File: src/rtl/uart_apb_rx_regs.sv
// APB-mapped receive FIFO for a UART: buffers bytes from the receive stage
// and exposes DATA / STATUS / CTRL / CLR registers plus a level interrupt.
module uart_apb_rx_regs #(
  parameter int unsigned DEPTH = 8
) (
  input  logic        clk,
  input  logic        rstn,
  input  logic [7:0]  rx_data,
  input  logic        rx_valid,
  output logic        rx_ready,
  input  logic        psel,
  input  logic        penable,
  input  logic        pwrite,
  input  logic [3:0]  paddr,
  input  logic [31:0] pwdata,
  output logic [31:0] prdata,
  output logic        pready,
  output logic        pslverr,
  output logic        irq
);

  localparam int unsigned AW = (DEPTH > 1) ? $clog2(DEPTH) : 1;
  localparam int unsigned CW = AW + 1;

  localparam logic [1:0] A_DATA   = 2'd0;
  localparam logic [1:0] A_STATUS = 2'd1;
  localparam logic [1:0] A_CTRL   = 2'd2;
  localparam logic [1:0] A_CLR    = 2'd3;

  logic [7:0]    r_mem [DEPTH];
  logic [AW-1:0] r_wptr;
  logic [AW-1:0] r_rptr;
  logic [CW-1:0] r_count;
  logic          r_en;
  logic          r_ie;
  logic          r_under;
  logic          r_irq;

  logic          w_access;
  logic [1:0]    w_addr;
  logic          w_ne;
  logic          w_full;
  logic          w_push;
  logic          w_pop;
  logic          w_flush;
  logic          w_under_set;
  logic          w_under_clr;
  logic          w_ctrl_wr;
  logic [31:0]   w_status;

  assign w_access = psel & penable;
  assign w_addr   = paddr[3:2];
  assign w_ne     = (r_count != '0);
  assign w_full   = (r_count == CW'(DEPTH));

  assign rx_ready = r_en & ~w_full;
  assign w_push   = rx_valid & rx_ready;

  assign w_pop       = w_access & ~pwrite & (w_addr == A_DATA) & w_ne;
  assign w_under_set = w_access & ~pwrite & (w_addr == A_DATA) & ~w_ne;
  assign w_flush     = w_access &  pwrite & (w_addr == A_CLR) & pwdata[0];
  assign w_under_clr = w_access &  pwrite & (w_addr == A_CLR) & pwdata[2];
  assign w_ctrl_wr   = w_access &  pwrite & (w_addr == A_CTRL);

  assign w_status = {23'b0, 5'(r_count), 1'b0, r_under, w_full, w_ne};

  assign pready  = 1'b1;
  assign irq     = r_irq;
  // Error response is suppressed while reset is held.
  assign pslverr = rstn & w_access &
                   ((pwrite & ((w_addr == A_DATA) | (w_addr == A_STATUS))) |
                    (~pwrite & (w_addr == A_CLR)));

  // Read mux; returns zero outside a selected read.
  always_comb begin
    prdata = '0;
    if (psel & ~pwrite) begin
      case (w_addr)
        A_DATA:   prdata = w_ne ? {24'b0, r_mem[r_rptr]} : '0;
        A_STATUS: prdata = w_status;
        A_CTRL:   prdata = {30'b0, r_ie, r_en};
        default:  prdata = '0;
      endcase
    end
  end

  // Storage carries no reset; validity is tracked by pointers and count.
  always_ff @(posedge clk) begin
    if (w_push) r_mem[r_wptr] <= rx_data;
  end

  // Pointers and occupancy; a flush overrides any concurrent push or pop.
  always_ff @(posedge clk or negedge rstn) begin
    if (!rstn) begin
      r_wptr  <= '0;
      r_rptr  <= '0;
      r_count <= '0;
    end else if (w_flush) begin
      r_wptr  <= '0;
      r_rptr  <= '0;
      r_count <= '0;
    end else begin
      if (w_push) r_wptr <= r_wptr + AW'(1);
      if (w_pop)  r_rptr <= r_rptr + AW'(1);
      case ({w_push, w_pop})
        2'b10:   r_count <= r_count + CW'(1);
        2'b01:   r_count <= r_count - CW'(1);
        default: r_count <= r_count;
      endcase
    end
  end

  // Control, sticky underflow and the interrupt, which lags status by a cycle.
  always_ff @(posedge clk or negedge rstn) begin
    if (!rstn) begin
      r_en    <= 1'b0;
      r_ie    <= 1'b0;
      r_under <= 1'b0;
      r_irq   <= 1'b0;
    end else begin
      if (w_ctrl_wr) begin
        r_en <= pwdata[0];
        r_ie <= pwdata[1];
      end
      if (w_under_set)      r_under <= 1'b1;
      else if (w_under_clr) r_under <= 1'b0;
      r_irq <= r_ie & (w_ne | r_under);
    end
  end

endmodule

File: config.mk
export PLATFORM = sky130hd
export DESIGN_NAME = uart_apb_rx_regs
export DESIGN_NICKNAME = d
export VERILOG_FILES = /design/src/rtl/uart_apb_rx_regs.sv
export SDC_FILE = /design/constraint.sdc
export NUM_CORES = 1
export LEC_CHECK = 0
export BUFFER_PORTS_ARGS = -buffer_cell sky130_fd_sc_hd__buf_2
export CORE_MARGIN = 3
export CORE_UTILIZATION = 56
export CTS_BUF_LIST = sky130_fd_sc_hd__clkbuf_8
export DETAILED_ROUTE_END_ITERATION = 12
export HOLD_SLACK_MARGIN = 0.06
export PLACE_DENSITY_LB_ADDON = 0.25
export SLEW_MARGIN = 15
export SYNTH_ARGS = -nofsm -noshare
export SYNTH_HDL_FRONTEND = slang
export SYNTH_SLANG_ARGS = --single-unit
File: constraint.sdc
create_clock -name clk -period 3.4 [get_ports clk]
set_clock_uncertainty 0.2 [all_clocks]
set_input_delay 0.17 -clock clk [delete_from_list [all_inputs] [get_ports clk]]
set_output_delay 0.17 -clock clk [all_outputs]
set_load 0.01 [all_outputs]
# Word level (Yosys, flattened, before mapping)
# Memory sizes are Yosys's and may differ from the RTL's.
# Index checks and enable logic that the tools add are counted.
# totals
inputBits	50
wordCells	61
ff_bits	14
out_inout_bits	36
mem_count	1
ram_bits	64
# classes
bitwise_logic	24
mux	13
eq_ne	6
addsub	4
reduce_logical	6
# memory_table
memory	words	word_bits	rd	rd_ports_with_merged_regs	write_ports	line	rtl
r_mem	8	8	1	0	1	30	logic [7:0] r_mem [DEPTH];
# ops
op	n
$mux W32	1
$pmux W8 S3	1
$and A1 B1 Y1	18
$mux W3	4
$mux W8	1
$pmux W4 S2	1
$add A3 B1 Y3 const B	2
$eq A2 B2 Y1 const B	3
$reduce_bool A2 Y1	3
$add A4 B1 Y4 const B	1
$eq A2 B1 Y1 const B	2
$eq A4 B4 Y1 const B	1
$mux W1	4
$mux W4	1
$reduce_bool A4 Y1	1
$sub A4 B1 Y4 const B	1
$not A1 Y1	3
$or A1 B1 Y1	3
$reduce_bool A3 Y1	1
$logic_not A2 Y1	1

# Depth between registers and ports, before layout
# depth
depth_word	7
depth_mapped	11
depth_no_buf	9

# Worst setup path before layout
# OpenSTA, ideal clock, no wires.
# synth_path
path_kind	reg2reg
startpoint	reg r_count[0]
endpoint	reg r_count[2]
n_path_buf	2
path_stages_with_launch	12
synth_period_minus_slack_ns	2.411
arrival_ns	2.131
slack_ns	0.989
setup_ns	0.079
path_cell_list	dfrtp_1 > clkbuf_2 > or4_4 > buf_6 > nand3_4 > nor2_1 > xor2_1 > ha_1 > nor2_1 > o21ai_0 > mux2i_1 > mux2i_1
# synth_between
elab_chain_len	7
elab_cells_between_ends	13
# synth_rtl
element	line	rtl
start, declared	33	logic [CW-1:0] r_count;
start signal, assigned	106	2'b10: r_count <= r_count + CW'(1);
start signal, assigned	107	2'b01: r_count <= r_count - CW'(1);
start signal, assigned	108	default: r_count <= r_count;
$eq A4 B4 Y1	54	assign w_full = (r_count == CW'(DEPTH));
$not A1 Y1	56	assign rx_ready = r_en & ~w_full;
$and A1 B1 Y1	56	
$and A1 B1 Y1	57	assign w_push = rx_valid & rx_ready;
$eq A2 B1 Y1 or $eq A2 B2 Y1 (tied branches)	105	case ({w_push, w_pop})
$pmux W4 S2	105	
$mux W4	98	end else if (w_flush) begin
# Several ways; a longest one is shown, not always the timed one.
# A chain may end at the register's enable or synchronous reset.

# Worst setup path after layout
# layout_path
startpoint	reg r_rptr[1]
endpoint	out prdata[6]
# layout_between
elab_chain_len	4
# layout_rtl
element	line	rtl
start, declared	32	logic [AW-1:0] r_rptr;
start signal, assigned	104	if (w_pop) r_rptr <= r_rptr + AW'(1);
$mem_v2 Z8 W8	-	
$mux W8	79	A_DATA: prdata = w_ne ? {24'b0, r_mem[r_rptr]} : '0;
$pmux W8 S3	78	case (w_addr)
$mux W32	77	if (psel & ~pwrite) begin
end, declared	16	output logic [31:0] prdata,
# Every way passes these cells.

==> impl_metrics.tcl <==
set metrics [dict create \
    avgSynthCellArea_sq_um 14.1 \
    synthCells 261 \
    path_class "reg -> out" \
    ios 86 \
    path_delay_family "multiplexers" \
    min_period_ps 2810 \
    nets 361 \
    hold_viol 0 \
    period_share_pct 82.6 \
    drv_slew 0 \
    clk_path_buf_depth 2 \
    cts_buffers 9 \
    setup_slack_ps 593 \
    dpl-instance-area_sq_um 3820 \
    cellPowerDensity_nw_per_um2 608 \
    crit_fanout 12 \
    die_x_um 87.2 \
    grt_overflow 0 \
    fin_setup_tns_ps 0 \
    final_common_cell "edfxtp_1" \
    dr_wl_met3_um 497 \
    path_cells "mux4_2, mux2_2, a22oi_1, nor2_1, buf_2" \
    endpoint_kind "output pin" \
    cts_tree "yes" \
    clockRootBuffer "clkbuf_8" \
    grt_pass1_vias 2128 \
    pre_cts_slack_ps 862 \
    num_vias 2183 \
    tightest_slew_ps 894 \
    synth-main-ff-cell "edfxtp_1" \
    numPortBuffers 29 \
    synth_edf_count 64 \
    slowest_stage "dfrtp_1" \
    antenna_found_initial 0 \
    power_mw 2.53 \
    cts_sinks 78 \
    routedWlPerCell_um 17.8 \
    cp.required_ps 3030 \
    floorplan.initialDensity_pct 59.9 \
    synthArstFlopShare_pct 17.9 \
    grt_pass1_wl_mm 11.1 \
    drive_gt1_share_pct 24.0 \
    syn_to_final_growth_pct 12.8 \
    std_cell_rows 28 \
    slew_headroom_pct 40.0 \
    fillers 448 \
    cts_setup_buffers 0 \
    synth_seq_cells 78 \
    rsz0062_at_grt "no" \
    dieHeight_um 87.2 \
    final_area_sq_um 4170 \
    p_leak_nw 1.56 \
    cap_violations 0 \
    cpPeakStageDelay_ps 800 \
    clk_latency_ps 340 \
    antennaDiodeCount 0 \
    dr.pass1.iters 4 \
    finalSetupViolations 0 \
    vias_per_cell 5.63 \
    ys_warn_count 0 \
    ir_worst_vdd_mv 0.505 \
    cts.repair.resized 0 \
    drcViolationCount 0 \
    grt_max_degree 17 \
    final_cell_mix "64 x edfxtp_1, 29 x buf_2, 25 x conb_1" \
    ant_nets 0 \
    ys_types 46 \
    yosysSeqAreaShare_pct 61.5 \
    startpoint_type "register" \
    dieArea_sq_um 7600 \
    hpwl_mm 4.64 \
    h-tree-depth 3 \
    grt.total_usage_pct 20.0 \
    cp.buffers_inverters 1 \
    met2_length_mm 3.45 \
    clk_pin_slew_ps 80 \
    drt_iter0_markers 161 \
    synthesis.area_sq_um 3690 \
    outcome "finished, final reports clean" \
    worstPathArrival_ps 2440 \
    finalWeightedCongestion 0.894 \
    holdCritPathClass "in -> reg" \
    wirelength_met1_mm 2.86 \
    fmax_ghz 0.356 \
    core_sq_um 6170 \
    hold_ws_ps 99.5 \
    drt-total-wl_mm 6.89 \
    top_layer "met4" \
]
[metrics by stage]
stage,cells,util (%)
5_1_grt,388,67.6
4_1_cts,388,67.6
6_report,388,67.6
2_1_floorplan,284,-
3_3_place_gp,357,61.9
3_5_place_dp,357,61.9
[worst min-delay path, cell delays in order]
cell and delay (ps):
buf_2 150, nor2_1 130, nand2_1 90, o21ai_0 70
[cells in the mapped netlist, drive strengths merged (2+ instances only)]
cell    count  area share, %
a211oi      2           0.41
a21oi       5           0.68
a22oi       5            1.0
and2        5           0.88
and3        2           0.34
buf        31            6.3
clkbuf      8           0.85
conb        2           0.20
dfrtp      14            9.5
edfxtp     64             52
ha          3            1.0
mux2        5            1.5
mux2i      16            4.3
mux4       12            7.3
nand2      16            1.8
nand2b      5           0.85
nand3       4           0.88
nand4       4           0.68
nor2       21            2.1
nor2b       5           0.85
nor3        7           0.95
nor4        2           0.34
o21ai       4           0.54
xnor2       2           0.68
xor2        4           0.95
[state kept, by name, summed over array words and instances (netlist names)]
name and flops:
r_en 1, r_ie 1, irq 1, r_wptr 3, r_count 4, r_under 1
r_rptr 3, r_mem 64
[kinds of logic after synthesis]
logic type / count (synthesis) / synth area share (%)
compound gates: 21 / 3.73
xor+xnor: 6 / 1.63
fa+ha+maj: 3 / 1.02
buf+inv: 40 / 7.29
flops: 78 / 61.5
mux: 33 / 13.2
other cells: 2 / 0.203
simple gates: 78 / 11.4
[power breakdown]
group          switching [mW]  internal (mW)
combinational           0.266          0.277
clock                   0.338          0.341
sequential              0.170           1.14
[routing by layer]
metal  up-vias  global-route usage [%]
met1      1072                    26.3
li1       1017                       -
met4         0                    6.56
met2        86                    32.7
met5         -                       0
met3         8                    5.30
[worst paths after layout]
path	from	endpoint	slack, ps	cells past startpoint
worst max-delay path	r_rptr[1]	prdata[6]	590	5
worst min-delay path	pwrite	r_under	100	4
worst max register to register	r_count[1]	r_count[2]	800	9
worst min register to register	r_ie	irq	340	1
max in group asynchronous	rstn	r_count[0]	1850	3
min in group asynchronous	rstn	r_rptr[0]	730	3
[area by class of cell]
cell class	instances	area [sq um]	area share, %
Inverter	1	3.75	0.0901
Tap cell	75	93.8	2.25
Multi-Input combinational cell	166	1240	29.9
Clock inverter	7	72.6	1.74
Timing Repair Buffer	52	355	8.53
Clock buffer	9	124	2.97
Sequential cell	78	2270	54.6
[what timing repair did]
action	CTS	global route
endpoints found under the hold margin	82	0
endpoints found under the setup margin	0	0
hold buffers	15	0
Note: power is estimated with default switching activity, not from simulation.
